File: src/rtl/ptw_read_responder.sv
// ptw_read_responder: merges N_PORTS page-table-walk read initiators onto one in-order backing bus.
// Define PTW_RANGE_CHECK_EN to answer out-of-range walks locally with an all-zero (invalid) PTE.
module ptw_read_responder #(
    parameter int          N_PORTS         = 2,
    parameter int          MAX_OUTSTANDING = 4,
    parameter logic [29:0] RANGE_BASE      = 30'h0,
    parameter logic [29:0] RANGE_MASK      = 30'h3FF00000
) (
    input  logic                     clk,
    input  logic                     rst,
    input  logic [N_PORTS-1:0]       i_req_request,
    input  logic [N_PORTS-1:0][29:0] i_req_addr,
    input  logic [N_PORTS-1:0][4:0]  i_req_rlen,
    output logic [N_PORTS-1:0]       o_req_ack,
    output logic [N_PORTS-1:0]       o_req_rvalid,
    output logic [31:0]              o_req_rdata,
    output logic                     o_bus_request,
    output logic [29:0]              o_bus_addr,
    input  logic                     i_bus_ack,
    input  logic                     i_bus_rvalid,
    input  logic [31:0]              i_bus_rdata
);

    localparam int PW = $clog2(N_PORTS);
    localparam int AW = (MAX_OUTSTANDING > 1) ? $clog2(MAX_OUTSTANDING) : 1;
    localparam logic [AW:0]   DEPTH    = (AW+1)'(MAX_OUTSTANDING);
    localparam logic [AW-1:0] LAST_PTR = AW'(MAX_OUTSTANDING - 1);

    function automatic logic [PW-1:0] wrap_idx(input logic [PW-1:0] base, input int off);
        int s;
        s = int'(base) + off;
        if (s >= N_PORTS) s = s - N_PORTS;
        return PW'(s);
    endfunction

    logic [PW-1:0]      r_fifo [MAX_OUTSTANDING];
    logic [AW-1:0]      r_wr_ptr;
    logic [AW-1:0]      r_rd_ptr;
    logic [AW:0]        r_count;
    logic [PW-1:0]      r_rr_ptr;
    logic [N_PORTS-1:0] r_rvalid;
    logic [31:0]        r_rdata;

    logic [PW-1:0] w_sel;
    logic          w_any;
    logic          w_full;
    logic          w_empty;
    logic          w_in_range;
    logic          w_bus_acc;
    logic          w_local_acc;
    logic          w_pop;
    logic          w_unused_rlen;

    assign w_unused_rlen = ^i_req_rlen;

    // Rotating priority: the port after the last one granted is searched first.
    // NOTE: every combinational output gets a default before the loop so no latch is inferred.
    always_comb begin
        w_any = 1'b0;
        w_sel = '0;
        for (int i = 0; i < N_PORTS; i++) begin
            if (!w_any && i_req_request[wrap_idx(r_rr_ptr, i)]) begin
                w_any = 1'b1;
                w_sel = wrap_idx(r_rr_ptr, i);
            end
        end
    end

`ifdef PTW_RANGE_CHECK_EN
    assign w_in_range = (i_req_addr[w_sel] & RANGE_MASK) == RANGE_BASE;
`else
    assign w_in_range = 1'b1;
`endif

    // Full comes from the registered count, so a same-cycle pop never frees a slot early.
    assign w_full        = (r_count == DEPTH);
    assign w_empty       = (r_count == '0);
    assign o_bus_request = w_any & ~w_full & w_in_range;
    assign o_bus_addr    = i_req_addr[w_sel];
    assign w_bus_acc     = o_bus_request & i_bus_ack;
    // Out-of-range walks wait for an empty FIFO so their zero PTE stays behind in-flight reads.
    assign w_local_acc   = w_any & ~w_in_range & w_empty;
    assign w_pop         = i_bus_rvalid & ~w_empty;

    always_comb begin
        o_req_ack = '0;
        if (w_bus_acc || w_local_acc) o_req_ack[w_sel] = 1'b1;
    end

    // NOTE: the ID storage carries no reset; only pointers and count decide which entries are live.
    always_ff @(posedge clk) begin
        if (w_bus_acc) r_fifo[r_wr_ptr] <= w_sel;
    end

    // NOTE: state uses non-blocking assignments so every reader sees the pre-edge value.
    always_ff @(posedge clk) begin
        if (rst) begin
            r_wr_ptr <= '0;
            r_rd_ptr <= '0;
            r_count  <= '0;
            r_rr_ptr <= '0;
            r_rvalid <= '0;
            r_rdata  <= '0;
        end else begin
            r_rvalid <= '0;
            if (w_bus_acc) r_wr_ptr <= (r_wr_ptr == LAST_PTR) ? '0 : r_wr_ptr + 1'b1;
            if (w_pop)     r_rd_ptr <= (r_rd_ptr == LAST_PTR) ? '0 : r_rd_ptr + 1'b1;
            unique case ({w_bus_acc, w_pop})
                2'b10:   r_count <= r_count + 1'b1;
                2'b01:   r_count <= r_count - 1'b1;
                default: ;
            endcase
            if (w_bus_acc || w_local_acc) r_rr_ptr <= wrap_idx(w_sel, 1);
            // A local ack only happens with an empty FIFO, so it never collides with a pop.
            if (w_pop) begin
                r_rvalid[r_fifo[r_rd_ptr]] <= 1'b1;
                r_rdata                    <= i_bus_rdata;
            end else if (w_local_acc) begin
                r_rvalid[w_sel] <= 1'b1;
                r_rdata         <= 32'h0;
            end
        end
    end

    assign o_req_rvalid = r_rvalid;
    assign o_req_rdata  = r_rdata;

    always_ff @(posedge clk) begin
        if (!rst) begin
            assert (!(i_bus_rvalid && w_empty))
                else $error("ptw_read_responder: bus_rvalid with no outstanding read");
            assert ((RANGE_BASE & ~RANGE_MASK) == 30'h0)
                else $error("ptw_read_responder: RANGE_BASE has bits outside RANGE_MASK");
        end
    end

endmodule

File: config.mk
export PLATFORM = sky130hd
export DESIGN_NAME = ptw_read_responder
export DESIGN_NICKNAME = d
export VERILOG_FILES = /design/src/rtl/ptw_read_responder.sv
export SDC_FILE = /design/constraint.sdc
export NUM_CORES = 1
export LEC_CHECK = 0
export ABC_AREA = 1
export CAP_MARGIN = 20
export CORE_MARGIN = 8
export CORE_UTILIZATION = 37
export DETAILED_ROUTE_END_ITERATION = 7
export PLACE_DENSITY = 0.86
export SKIP_LAST_GASP = 1
export SYNTH_ARGS = -nofsm -noshare
export SYNTH_HDL_FRONTEND = slang
export SYNTH_SLANG_ARGS = --single-unit
File: constraint.sdc
create_clock -name clk -period 2.6 [get_ports clk]
set_input_delay 0.39 -clock clk [delete_from_list [all_inputs] [get_ports clk]]
set_output_delay 0.39 -clock clk [all_outputs]
set_load 0.03 [all_outputs]
==> results.py <==
metrics = {
    "layout": {
        "fillers": 538,
        "final_cell_count_no_fill": 571,
        "antenna_cells": 0,
        "drive_gt1_frac": 0.1417,
        "syn2layout_area_growth_pct": 74.80,
        "fin_util": 0.6623,
        "nets": 609,
    },
    "timing": {
        "tightestPinTransition_ns": 0.5572,
        "post-route-period-util": 0.8560,
        "clock.fmax_mhz": 449.3,
        "rsz0062_at_grt": "false",
        "clock_skew_ns": 0.007447,
        "relSlewSlack": 0.6285,
        "min_period_ns": 2.226,
        "setup_tns_ns": 0,
        "setup_viol": 0,
        "hold-worst-slack_ns": 0.4890,
        "hold_viol": 0,
        "finalMaxSlewViolations": 0,
    },
    "setup_path": {
        "reg2reg_from": "r_count[0]$_SDFFE_PP0P_",
        "critPathCaptureType": "output port",
        "crit_path_end": "o_bus_request",
        "cp_data_required_time_ns": 2.21,
        "cp-start-kind": "primary input",
        "reg2reg_depth": 12,
        "worstPathMaxFanout": 3,
        "arrival_ns": 1.84,
        "rr_endpoint": "r_count[2]$_SDFFE_PP0P_",
        "critical_path_class": "primary input to output port",
        "rrSetupSlack_ns": 0.81,
        "startpoint": "i_req_request[1]",
    },
    "placed_design": {
        "hpwlAfterDp_mm": 6.606,
        "port_buffers": 164,
        "gp_congestion": 0.7182,
        "place_inst": 564,
    },
    "clocking": {
        "clkTransAtPathRegs_ns": 0.08,
        "clock_path_buffers": 2,
        "cts_root_buf": "clkbuf_8",
        "ctsHoldBuffers": 0,
        "numCtsBuffers": 5,
        "cts.sinks": 48,
        "clock_latency_ns": 0.29,
        "h-tree-depth": 2,
        "post_cts_buffers": 0,
        "tritoncts": "done",
    },
    "grt": {
        "overflow": 0,
        "grt_max_degree": 42,
        "grt_util_all_layers": 0.1807,
        "antenna_found_initial": 0,
        "grt_pass1_vias": 2827,
        "grt_pass1_wl_mm": 12.99,
    },
    "synthesis": {
        "synth_top_area_share": 0.3703,
        "synth_top_flop_cell": "dfxtp_1",
        "yosys.area.top_type": "dfxtp_1",
        "synth_edf_count": 4,
        "synth.top_cells.by_count": "nand2_1, nor2_1, dfxtp_1, nor2_2, o21ai_0",
        "synth_fa_ha_area_frac": 0.03998,
        "synth_most_common_cell": "nand2_1",
        "synth.avg_cell_area_sq_um": 7.164,
        "synthesis.area_sq_um": 2379,
        "synth_warnings": 0,
        "ys_ff_latch": 48,
        "syn_nets": 447,
        "synth_top_family_by_area": "simple AND/OR/NAND/NOR gates",
        "synth_compound_area_frac": 0.08785,
        "synth-simple-area-share": 0.3535,
        "synth.area.top_cells": "dfxtp_1, nand2_1, nor2_1",
        "synth-xor-area-share": 0,
        "synthDistinctLibCells": 24,
        "ys_seq_area_frac": 0.4208,
        "async_reset_ff_frac": 0,
        "synth_cells": 332,
        "synth.area.mux_share": 0,
    },
    "pwr": {
        "peakVddDrop_v": 0.0004615,
        "p_leak_nw": 1.960,
        "p_seq_frac": 0.323,
        "power.density_nw_per_um2": 821.1,
        "p_sw_frac": 0.4212,
        "comb_power_share": 0.540,
        "power_frac_clock": 0.137,
        "p_int_mw": 1.976,
        "finalPower_mw": 3.414,
        "power.net_switching_mw": 1.438,
    },
    "floorplanning": {
        "fp.dieW_microns": 96.18,
        "coreArea_sq_um": 6277,
        "ioPinCount": 175,
        "start_util": 0.3789,
        "placementRows": 29,
        "die-area_sq_um": 9250,
        "die_h_microns": 96.18,
    },
    "min_path": {
        "hold_class": "flip-flop to flip-flop",
    },
    "detailed_routing": {
        "highest_layer": "met4",
        "drt_wl_total_mm": 8.114,
        "vias": 2613,
        "dr.pass1.iters": 4,
        "avgRoutedWirePerCell_microns": 14.21,
        "wl_met3_microns": 918,
        "drt_iter0_drc": 73,
        "drt_drc_violations_left": 0,
        "viasPerCell": 4.576,
        "wl_met2_mm": 4.052,
        "met1_length_mm": 2.752,
        "ant_nets": 0,
    },
    "outcome": {
        "status": "complete, no violations",
    },
    "run": {
        "cap_violations": 0,
    },
}
-- per-layer routing --
layer,global-route usage,vias up
li1,-,1335
met3,0.08580,18
met1,0.1668,1145
met5,0,-
met4,0.09219,0
met2,0.3246,115
-- through the flow --
| stage | setup WS (ns) | instance area [sq um] |
|---|---|---|
| detailed placement | 0.02342 | 4029 |
| finish | 0.3744 | 4158 |
| global placement | 0.05843 | 4029 |
| floorplan | 0.8554 | 2379 |
| CTS | 0.01465 | 4125 |
| global route | 0.2761 | 4158 |
-- how the worst min path moves through the flow --
stage	cells past startpoint	end	slack, ns	startpoint
floorplan	2	o_req_rvalid[0]$_SDFF_PP0_	0.48	flip-flop
detailed placement	2	o_req_rdata[22]$_SDFFE_PP0N_	0.47	o_req_rdata[22]$_SDFFE_PP0N_
finish	2	o_req_rdata[25]$_SDFFE_PP0N_	0.49	o_req_rdata[25]$_SDFFE_PP0N_
global placement	2	o_req_rdata[21]$_SDFFE_PP0N_	0.46	o_req_rdata[21]$_SDFFE_PP0N_
CTS	2	o_req_rdata[22]$_SDFFE_PP0N_	0.49	o_req_rdata[22]$_SDFFE_PP0N_
global route	2	o_req_rdata[21]$_SDFFE_PP0N_	0.51	o_req_rdata[21]$_SDFFE_PP0N_
-- worst max-delay path, stage by stage --
cell and delay [ns]:
clkdlybuf4s50_1 0.49, inv_1 0.04, nand2_1 0.09, and2_1 0.13, clkdlybuf4s50_1 0.70
-- layout make-up --
type                    instances  area (sq um)  area share
inverters                      20         82.58     0.01986
well taps                      77         96.34     0.02317
repair buffers                172          1737      0.4177
clock buffers                   7         96.34     0.02317
multi-input cells             247          1145      0.2754
flip-flops and latches         48          1001      0.2407
-- placed cells by master (no fill, tap or decap) --
cell and instances:
clkdlybuf4s50_1 132, nand2_1 109, nor2_1 53, dfxtp_1 44, nor2_2 30, o21ai_0 25
buf_4 23, inv_1 17, dlymetal6s2s_1 13, o21ai_1 11, clkbuf_8 7, ha_1 6
a21oi_1 4, buf_12 4, edfxtp_1 4, nand3_1 3, inv_2 2, o21ai_2 1
nand2_2 1, nand2_4 1, inv_8 1, and2_1 1, nand4_1 1, fa_1 1
-- power by group through the flow --
| stage | clock (mW) | sequential, mW | combinational [mW] |
|---|---|---|---|
| final | 0.466 | 1.10 | 1.84 |
| after global routing | 0.528 | 1.13 | 2.01 |
| after CTS | 0.486 | 1.11 | 1.87 |
| after detailed placement | 0 | 1.12 | 1.87 |
| after global placement | 0 | 1.11 | 1.82 |
| after floorplan | 0 | 1.43 | 0.903 |
-- flip-flops by register name, summed over array words and instances (netlist names), named ones only --
signal	flops
r_fifo	4
r_wr_ptr	2
r_rr_ptr	1
o_req_rvalid	2
o_req_rdata	32
r_count	3
r_rd_ptr	2
-- cells by family (layout without fill, tap and decap cells) --
group / count (synthesis) / count (layout)
adder cells (fa/ha/maj): 7 / 7
buffers and inverters: 37 / 199
flip-flops: 48 / 48
AO/OA/AOI/OAI: 41 / 41
AND/OR/NAND/NOR: 199 / 199
-- timing repair --
| action | in CTS | in global routing |
|---|---|---|
| setup endpoints to repair | 0 | 13 |
| hold endpoints to repair | 0 | 0 |
| resized for setup | 0 | 13 |
Power figures use the tool's default switching activity.
